===== src/rtl/gpio_in_pkg.sv =====
// Shared constants and counter-width helper for the GPIO input conditioner.
// Board sizes mirror the MFP_N_SW / MFP_N_PB values of the MFP constants header.
package gpio_in_pkg;

   localparam int N_SW_DEFAULT = 16;
   localparam int N_PB_DEFAULT = 5;

   // 10 ms of stability at 50 MHz
   localparam int DEBOUNCE_CYCLES_DEFAULT = 500000;

   function automatic int cnt_width(input int cycles);
      return (cycles < 1) ? 1 : $clog2(cycles + 1);
   endfunction

endpackage


===== src/rtl/debounce_bit.sv =====
// One input lane: two-flop synchroniser followed by a stability counter that
// only accepts a new level after DEBOUNCE_CYCLES consecutive matching samples.
module debounce_bit
  import gpio_in_pkg::*;
#(
  parameter int DEBOUNCE_CYCLES = DEBOUNCE_CYCLES_DEFAULT
) (
  input  logic clk,
  input  logic rst,
  input  logic raw,
  output logic clean
);

  localparam int CNT_W = cnt_width(DEBOUNCE_CYCLES);
  localparam logic [CNT_W-1:0] CNT_LAST = CNT_W'(DEBOUNCE_CYCLES - 1);

  logic             s1_q, s1_d;
  logic             s2_q, s2_d;
  logic [CNT_W-1:0] cnt_q, cnt_d;
  logic             clean_q, clean_d;

  // Any sample that agrees with the accepted level restarts the count, so a
  // glitch shorter than the window never reaches clean.
  always_comb begin
    s1_d    = raw;
    s2_d    = s1_q;
    cnt_d   = cnt_q;
    clean_d = clean_q;
    if (s2_q == clean_q) begin
      cnt_d = '0;
    end else if (cnt_q == CNT_LAST) begin
      clean_d = s2_q;
      cnt_d   = '0;
    end else begin
      cnt_d = cnt_q + 1'b1;
    end
  end

  always_ff @(posedge clk) begin
    if (rst) begin
      s1_q    <= 1'b0;
      s2_q    <= 1'b0;
      cnt_q   <= '0;
      clean_q <= 1'b0;
    end else begin
      s1_q    <= s1_d;
      s2_q    <= s2_d;
      cnt_q   <= cnt_d;
      clean_q <= clean_d;
    end
  end

  assign clean = clean_q;

endmodule


===== src/rtl/gpio_input_conditioner.sv =====
// Debounces Nexys4-DDR switches and buttons, generates button rise pulses and,
// when GPIO_INPUT_IRQ_EN is defined, sticky button events with a masked irq.
module gpio_input_conditioner
  import gpio_in_pkg::*;
#(
  parameter int N_SW            = N_SW_DEFAULT,
  parameter int N_PB            = N_PB_DEFAULT,
  parameter int DEBOUNCE_CYCLES = DEBOUNCE_CYCLES_DEFAULT
) (
  input  logic            clk,
  input  logic            rst,
  input  logic [N_SW-1:0] sw_raw,
  input  logic [N_PB-1:0] pb_raw,
  output logic [N_SW-1:0] sw_clean,
  output logic [N_PB-1:0] pb_clean,
  output logic [N_PB-1:0] pb_rise,
  input  logic [N_PB-1:0] evt_clr,
  input  logic [N_PB-1:0] irq_mask,
  output logic [N_PB-1:0] pb_event,
  output logic            irq
);

  genvar gi;

  generate
    for (gi = 0; gi < N_SW; gi++) begin : g_sw
      debounce_bit #(.DEBOUNCE_CYCLES(DEBOUNCE_CYCLES)) u_db (
        .clk  (clk),
        .rst  (rst),
        .raw  (sw_raw[gi]),
        .clean(sw_clean[gi])
      );
    end
    for (gi = 0; gi < N_PB; gi++) begin : g_pb
      debounce_bit #(.DEBOUNCE_CYCLES(DEBOUNCE_CYCLES)) u_db (
        .clk  (clk),
        .rst  (rst),
        .raw  (pb_raw[gi]),
        .clean(pb_clean[gi])
      );
    end
  endgenerate

  logic [N_PB-1:0] pb_clean_dly_q, pb_clean_dly_d;
  logic [N_PB-1:0] pb_rise_q, pb_rise_d;

  always_comb begin
    pb_clean_dly_d = pb_clean;
    pb_rise_d      = pb_clean & ~pb_clean_dly_q;
  end

  always_ff @(posedge clk) begin
    if (rst) begin
      pb_clean_dly_q <= '0;
      pb_rise_q      <= '0;
    end else begin
      pb_clean_dly_q <= pb_clean_dly_d;
      pb_rise_q      <= pb_rise_d;
    end
  end

  assign pb_rise = pb_rise_q;

`ifdef GPIO_INPUT_IRQ_EN
  logic [N_PB-1:0] pb_event_q, pb_event_d;
  logic            irq_q, irq_d;

  // A new rise beats a simultaneous clear so no press is ever lost.
  always_comb begin
    pb_event_d = (pb_event_q & ~evt_clr) | pb_rise_q;
    irq_d      = |(pb_event_q & irq_mask);
  end

  always_ff @(posedge clk) begin
    if (rst) begin
      pb_event_q <= '0;
      irq_q      <= 1'b0;
    end else begin
      pb_event_q <= pb_event_d;
      irq_q      <= irq_d;
    end
  end

  assign pb_event = pb_event_q;
  assign irq      = irq_q;
`else
  logic unused_irq_inputs;

  assign unused_irq_inputs = ^{evt_clr, irq_mask};
  assign pb_event          = '0;
  assign irq               = 1'b0;
`endif

endmodule


===== config.mk =====
export PLATFORM = sky130hd
export DESIGN_NAME = gpio_input_conditioner
export DESIGN_NICKNAME = d
export VERILOG_FILES = /design/src/rtl/gpio_in_pkg.sv /design/src/rtl/debounce_bit.sv /design/src/rtl/gpio_input_conditioner.sv
export SDC_FILE = /design/constraint.sdc
export NUM_CORES = 1
export LEC_CHECK = 0
export CORE_UTILIZATION = 66
export DETAILED_ROUTE_END_ITERATION = 8
export PLACE_DENSITY = 0.85
export SYNTH_ARGS = -nofsm -noshare
export SYNTH_HDL_FRONTEND = slang
export SYNTH_SLANG_ARGS = --single-unit

===== constraint.sdc =====
create_clock -name clk -period 4.6 [get_ports clk]
set_input_delay 0.92 -clock clk [delete_from_list [all_inputs] [get_ports clk]]
set_output_delay 0.92 -clock clk [all_outputs]
set_load 0.005 [all_outputs]

## After elaboration in Yosys (flattened, before gate mapping)

Cells that the tools add are included.

| operators by class | value |
|---|---|
| add/sub/neg operators | 21 |
| reductions and logical operators | 42 |
| equality and inequality tests | 42 |
| bitwise operators | 23 |

Operators with widths:

| kind | number |
|---|---|
| $add A19 B1 Y19 const B | 21 |
| $eq A19 B19 Y1 const B | 21 |
| $reduce_or A3 Y1 | 21 |
| $reduce_and A2 Y1 | 21 |
| $eq A1 B1 Y1 | 21 |
| $not A1 Y1 | 21 |
| $and A5 B5 Y5 | 1 |
| $not A5 Y5 | 1 |

| word-level totals | value |
|---|---|
| input bits | 33 |
| flip-flop bits (word level) | 472 |
| word-level logic and storage cells | 214 |
| output and inout port bits | 32 |

## Logic depth before layout (Yosys ltp)

| logic depth | value |
|---|---|
| word-level depth | 3 |
| depth in mapped cells | 8 |
| gate-level depth less buffers | 5 |

## Hierarchy

Synthesis repeated with hierarchy kept, for this count alone.

| unflattened totals | value |
|---|---|
| cells, all modules | 2339 |
| area total of the unflattened synthesis | 21954.8 um2 |

Modules (own cells, without submodules):

| module | cells each | seq. area each (um2) | times used | area an instance (um2) |
|---|---|---|---|---|
| debounce_bit at g_pb[0].u_db ... | 110 | 440.4 | 20 | 1026.0 |
| debounce_bit at g_sw[9].u_db | 111 | 440.4 | 1 | 1081.0 |
| gpio_input_conditioner | 28 | 200.2 | 1 | 354.1 |

## Worst setup path before layout

OpenSTA, ideal clock, no wires.

| timing | value |
|---|---|
| path type | input to register |
| from | in rst |
| to | reg g_sw[4].u_db.cnt_q[10] |
| library setup time | 0.128 ns |
| path buffers | 4 |
| required time | 4.472 ns |
| cell stages on the path | 7 |
| arrival time | 2.320 ns |
| path slack | 2.152 ns |
| path through | clkbuf_1 -> clkbuf_1 -> clkbuf_1 -> nor2_1 -> o21ai_1 -> clkbuf_1 -> nor2_1 |

| on the way | value |
|---|---|
| longest elaborated chain between the ends | 1 |

RTL lines:

| element | line | text |
|---|---|---|
| start: declaration | gpio_input_conditioner.sv:11 | `input logic rst,` |
| $reduce_or A3 Y1 (no line) | n/a |  |
| end signal: assignment | debounce_bit.sv:48 | `cnt_q <= cnt_d;` |
| end: declaration | debounce_bit.sv:19 | `logic [CNT_W-1:0] cnt_q, cnt_d;` |

Every way passes these cells.
A chain may end at the register's enable or synchronous reset.

## Worst setup path in the final report

| timing | value |
|---|---|
| from | reg g_sw[14].u_db.cnt_q[0] |
| to | reg g_sw[14].u_db.cnt_q[14] |

| on the way | value |
|---|---|
| longest elaborated chain between the ends | 2 |
| elaborated cells on any way between the ends | 3 |
| classes of those cells | add/sub: 1; eq/ne: 1; reduce/logical: 1 |

RTL lines:

| element | line |
|---|---|
| start: declaration | debounce_bit.sv:19 |
| start signal: assignment | debounce_bit.sv:48 |
| branches (longest 2 deep; another with $add A19 B1 Y19) | n/a |

Several ways; the timed one is not identified.

==> impl_metrics.yaml <==
final_layout:
  drive_gt1_share_pct: 5.29
  nets: 2417
  seq_area_um2: 9450
  fillerInstances: 2167
  n_antenna_cell: 0
  multi_input_area_um2: 10400
  syn2layout_area_growth_pct: 10.8
yosys:
  async_reset_ff_share_pct: 0
  synth_top_cell_area_share_pct: 45.9
  postSynthCellCount: 2346
  seq_area_frac_synth_pct: 45.9
  yosys_warnings: 0
  ys_types: 54
  synth_edf_count: 0
  synth.avg_cell_area_um2: 8.78
  synthFlopType: "dfxtp_1"
  yosysTopAreaCell: "dfxtp_1"
  syn_area_um2: 20600
  ys_ff_latch: 472
  synth_area_leaders: "dfxtp_1 (46%), xnor2_1 (6.5%), nor2_1 (6.0%), xor2_1 (5.4%), nand3_1 (3.3%)"
worst_setup_path:
  cp_slowest_cell: "o21ai_1"
  rrSetupSlack_ns: 2.09
  path_class: "reg -> reg"
  cp_max_fo: 19
  reg2reg_depth: 5
  critPathLaunchType: "flip-flop"
  crit_required_ns: 4.98
  r2r-end: "g_sw[14].u_db.cnt_q[14]"
  endpoint_kind: "flip-flop"
  crit_chain: "ha_1 > nand3_1 > or3_1 > o21ai_1 > nor2_1"
  critPathArrivalTime_ns: 2.89
  cpPeakStageDelay_ns: 0.98
  worstReg2RegStart: "g_sw[14].u_db.cnt_q[0]"
global_routing:
  grt-ovfl-total: 0
  grt_usage_pct: 24.2
  grt_antenna_before_repair: 0
  grt_max_degree: 39
  grt_pass1_wl_um: 65900
  grt_pass1_vias: 15100
sta:
  skew_ns: 0.0147
  period_needed_ns: 2.51
  max_clock_freq_mhz: 399
  setup_viol: 0
  holdWs_ns: 0.392
  finalCritPeriodShare_pct: 54.5
  rsz0062_at_grt: "no"
  max_slew_margin_pct: 9.81
  hold_viol: 0
  tightest_slew_ns: 1.34
  slew_violations: 0
  finalSetupTns_ns: 0
routing:
  drt_pass1_iterations: 5
  via_count: 16200
  ant_nets: 0
  wl_per_cell_um: 13.8
  drt_iter0_markers: 910
  drc: 0
  viasPerCell: 5.78
  drt_wl_total_um: 38600
clock_tree:
  cts_tree: "yes"
  clkTransAtPathRegs_ns: 0.06
  cts_inserted_buffers: 47
  cts_root_buf: "clkbuf_16"
  postCtsHoldBufs: 0
  ctsHtreeMaxLevel: 2
  cts.sink_count: 472
  clock_latency_ns: 0.55
  cts-resized-gates: 0
  clockBufferDepth: 3
  post_cts_buffers: 0
floorplan:
  die_h_um: 179
  fp-row-count: 64
  core_region_area_um2: 30700
  die_w_um: 179
  floorplan.initialDensity_pct: 67.1
  die-area_um2: 31900
  io_pins: 65
job:
  cap_violations: 0
pwr:
  ir_drop_uv: 302
  power.density_nw_per_um2: 363
  p_leak_uw: 0.00679
run_status:
  status: "finished clean"
worst_hold_path:
  hold_start: "pb_clean_dly_q[1]"
  hold_path_depth: 1
  min_to: "pb_rise[1]"
  hp-class: "reg -> reg"
placed_design:
  hpwl_um: 25500
  port_buffers: 48
  gp_congestion: 0.845
[synthesized netlist by cell type (19+ instances only)]
cell type and instances:
or4_1 66, nor4b_1 25, ha_1 21, dfxtp_1 472, nor3_1 41, nor2b_1 51, o31ai_1 49, nand3_1 137
xnor2_1 152, a21oi_1 116, or3_1 78, nor4_1 67, o21ai_0 62, clkbuf_1 46, nand4_1 90, nor2_1 329
and4_1 34, nand2_1 137, inv_1 80, buf_4 29, nand2b_1 19, xor2_1 127
[cells in the final DEF (no fill, tap or decap), types with 34 or more instances in the layout]
cell type and instances:
nand2_1 137, o21ai_0 62, and4_1 34, xor2_1 127, a21oi_1 116, nand4_1 90
nor4_1 67, inv_1 80, nand3_1 137, xnor2_1 152, o31ai_1 49, dfxtp_1 472
clkbuf_16 49, or3_1 78, nor2b_1 51, or4_1 66, nor3_1 41, nor2_1 329
clkdlybuf4s50_1 47
[area by class of cell]
cell class              instances  area share [%]
repair buffers                 52            2.23
clock inverters                18            1.18
multi-input cells            1710            45.6
well taps                     396            2.17
clock buffers                  69            6.14
inverters                      80            1.32
flip-flops and latches        472            41.4
[power breakdown]
part,switching [uW],total [uW],internal (uW),leakage [uW]
clock,1550,4060,2500,0.000822
sequential,12.5,4120,4110,0.00381
combinational,55.6,96.4,40.9,0.00215
[cell families after synthesis]
logic type | count (synthesis) | synth area share, %
other | 1 | 0.0182
DFF | 472 | 45.9
xor gates and xnor gates | 279 | 11.9
and+or+nand+nor | 1144 | 29.7
adders and majority gates | 21 | 1.28
AOI/OAI and AO/OA | 259 | 7.53
muxes | 1 | 0.0486
buffers and inverters | 169 | 3.72
[per-layer routing]
layer	share of wire [%]	vias up	routed length, um	global-route usage, %
met4	2.0	0	753	7.34
li1	-	8259	-	-
met3	3.4	65	1320	3.75
met2	50	244	19100	43.1
met1	45	7609	17400	29.8
met5	0	-	0	0
[worst max-delay path: cells and delay by family (launching register included)]
family | cells | cell delay (ns)
adder cells (fa/ha/maj) | 1 | 0.21
AO/OA/AOI/OAI | 1 | 0.98
flip-flops | 1 | 0.37
AND/OR/NAND/NOR | 3 | 0.77
[metrics by stage]
stage | total power [uW] | worst slack (ns) | instances | utilization, % | area [um2]
floorplan | 4280 | 2.15 | 2351 | - | 20600
global placement | 4310 | 2.00 | 2709 | 68.9 | 21100
detailed placement | 4310 | 1.90 | 2709 | 68.9 | 21100
CTS | 8350 | 2.09 | 2796 | 74.4 | 22800
global route | 8530 | 1.85 | 2797 | 74.4 | 22800
finish | 8280 | 2.09 | 2797 | 74.4 | 22800
[registers in the layout, summed over array words and instances (netlist names)]
register         count
g_pb.u_db.clean      5
pb_clean_dly_q       5
g_sw.u_db.s2_q      16
g_pb.u_db.cnt_q     95
g_sw.u_db.cnt_q    304
pb_rise              5
g_pb.u_db.s2_q       5
g_sw.u_db.s1_q      16
g_sw.u_db.clean     16
g_pb.u_db.s1_q       5
[how the worst max path moves through the flow]
stage                           startpoint                       to  slack [ns]  cells after the start
global route        g_sw[14].u_db.cnt_q[0]  g_sw[14].u_db.cnt_q[10]        1.85                      5
finish              g_sw[14].u_db.cnt_q[0]  g_sw[14].u_db.cnt_q[14]        2.09                      5
CTS                 g_sw[14].u_db.cnt_q[0]  g_sw[14].u_db.cnt_q[14]        2.09                      5
global placement                       rst    g_sw[4].u_db.cnt_q[9]        2.00                      5
floorplan                              rst   g_sw[4].u_db.cnt_q[10]        2.15                      7
detailed placement                     rst    g_sw[4].u_db.cnt_q[7]        1.90                      5
(Power assumes the default switching activity.)
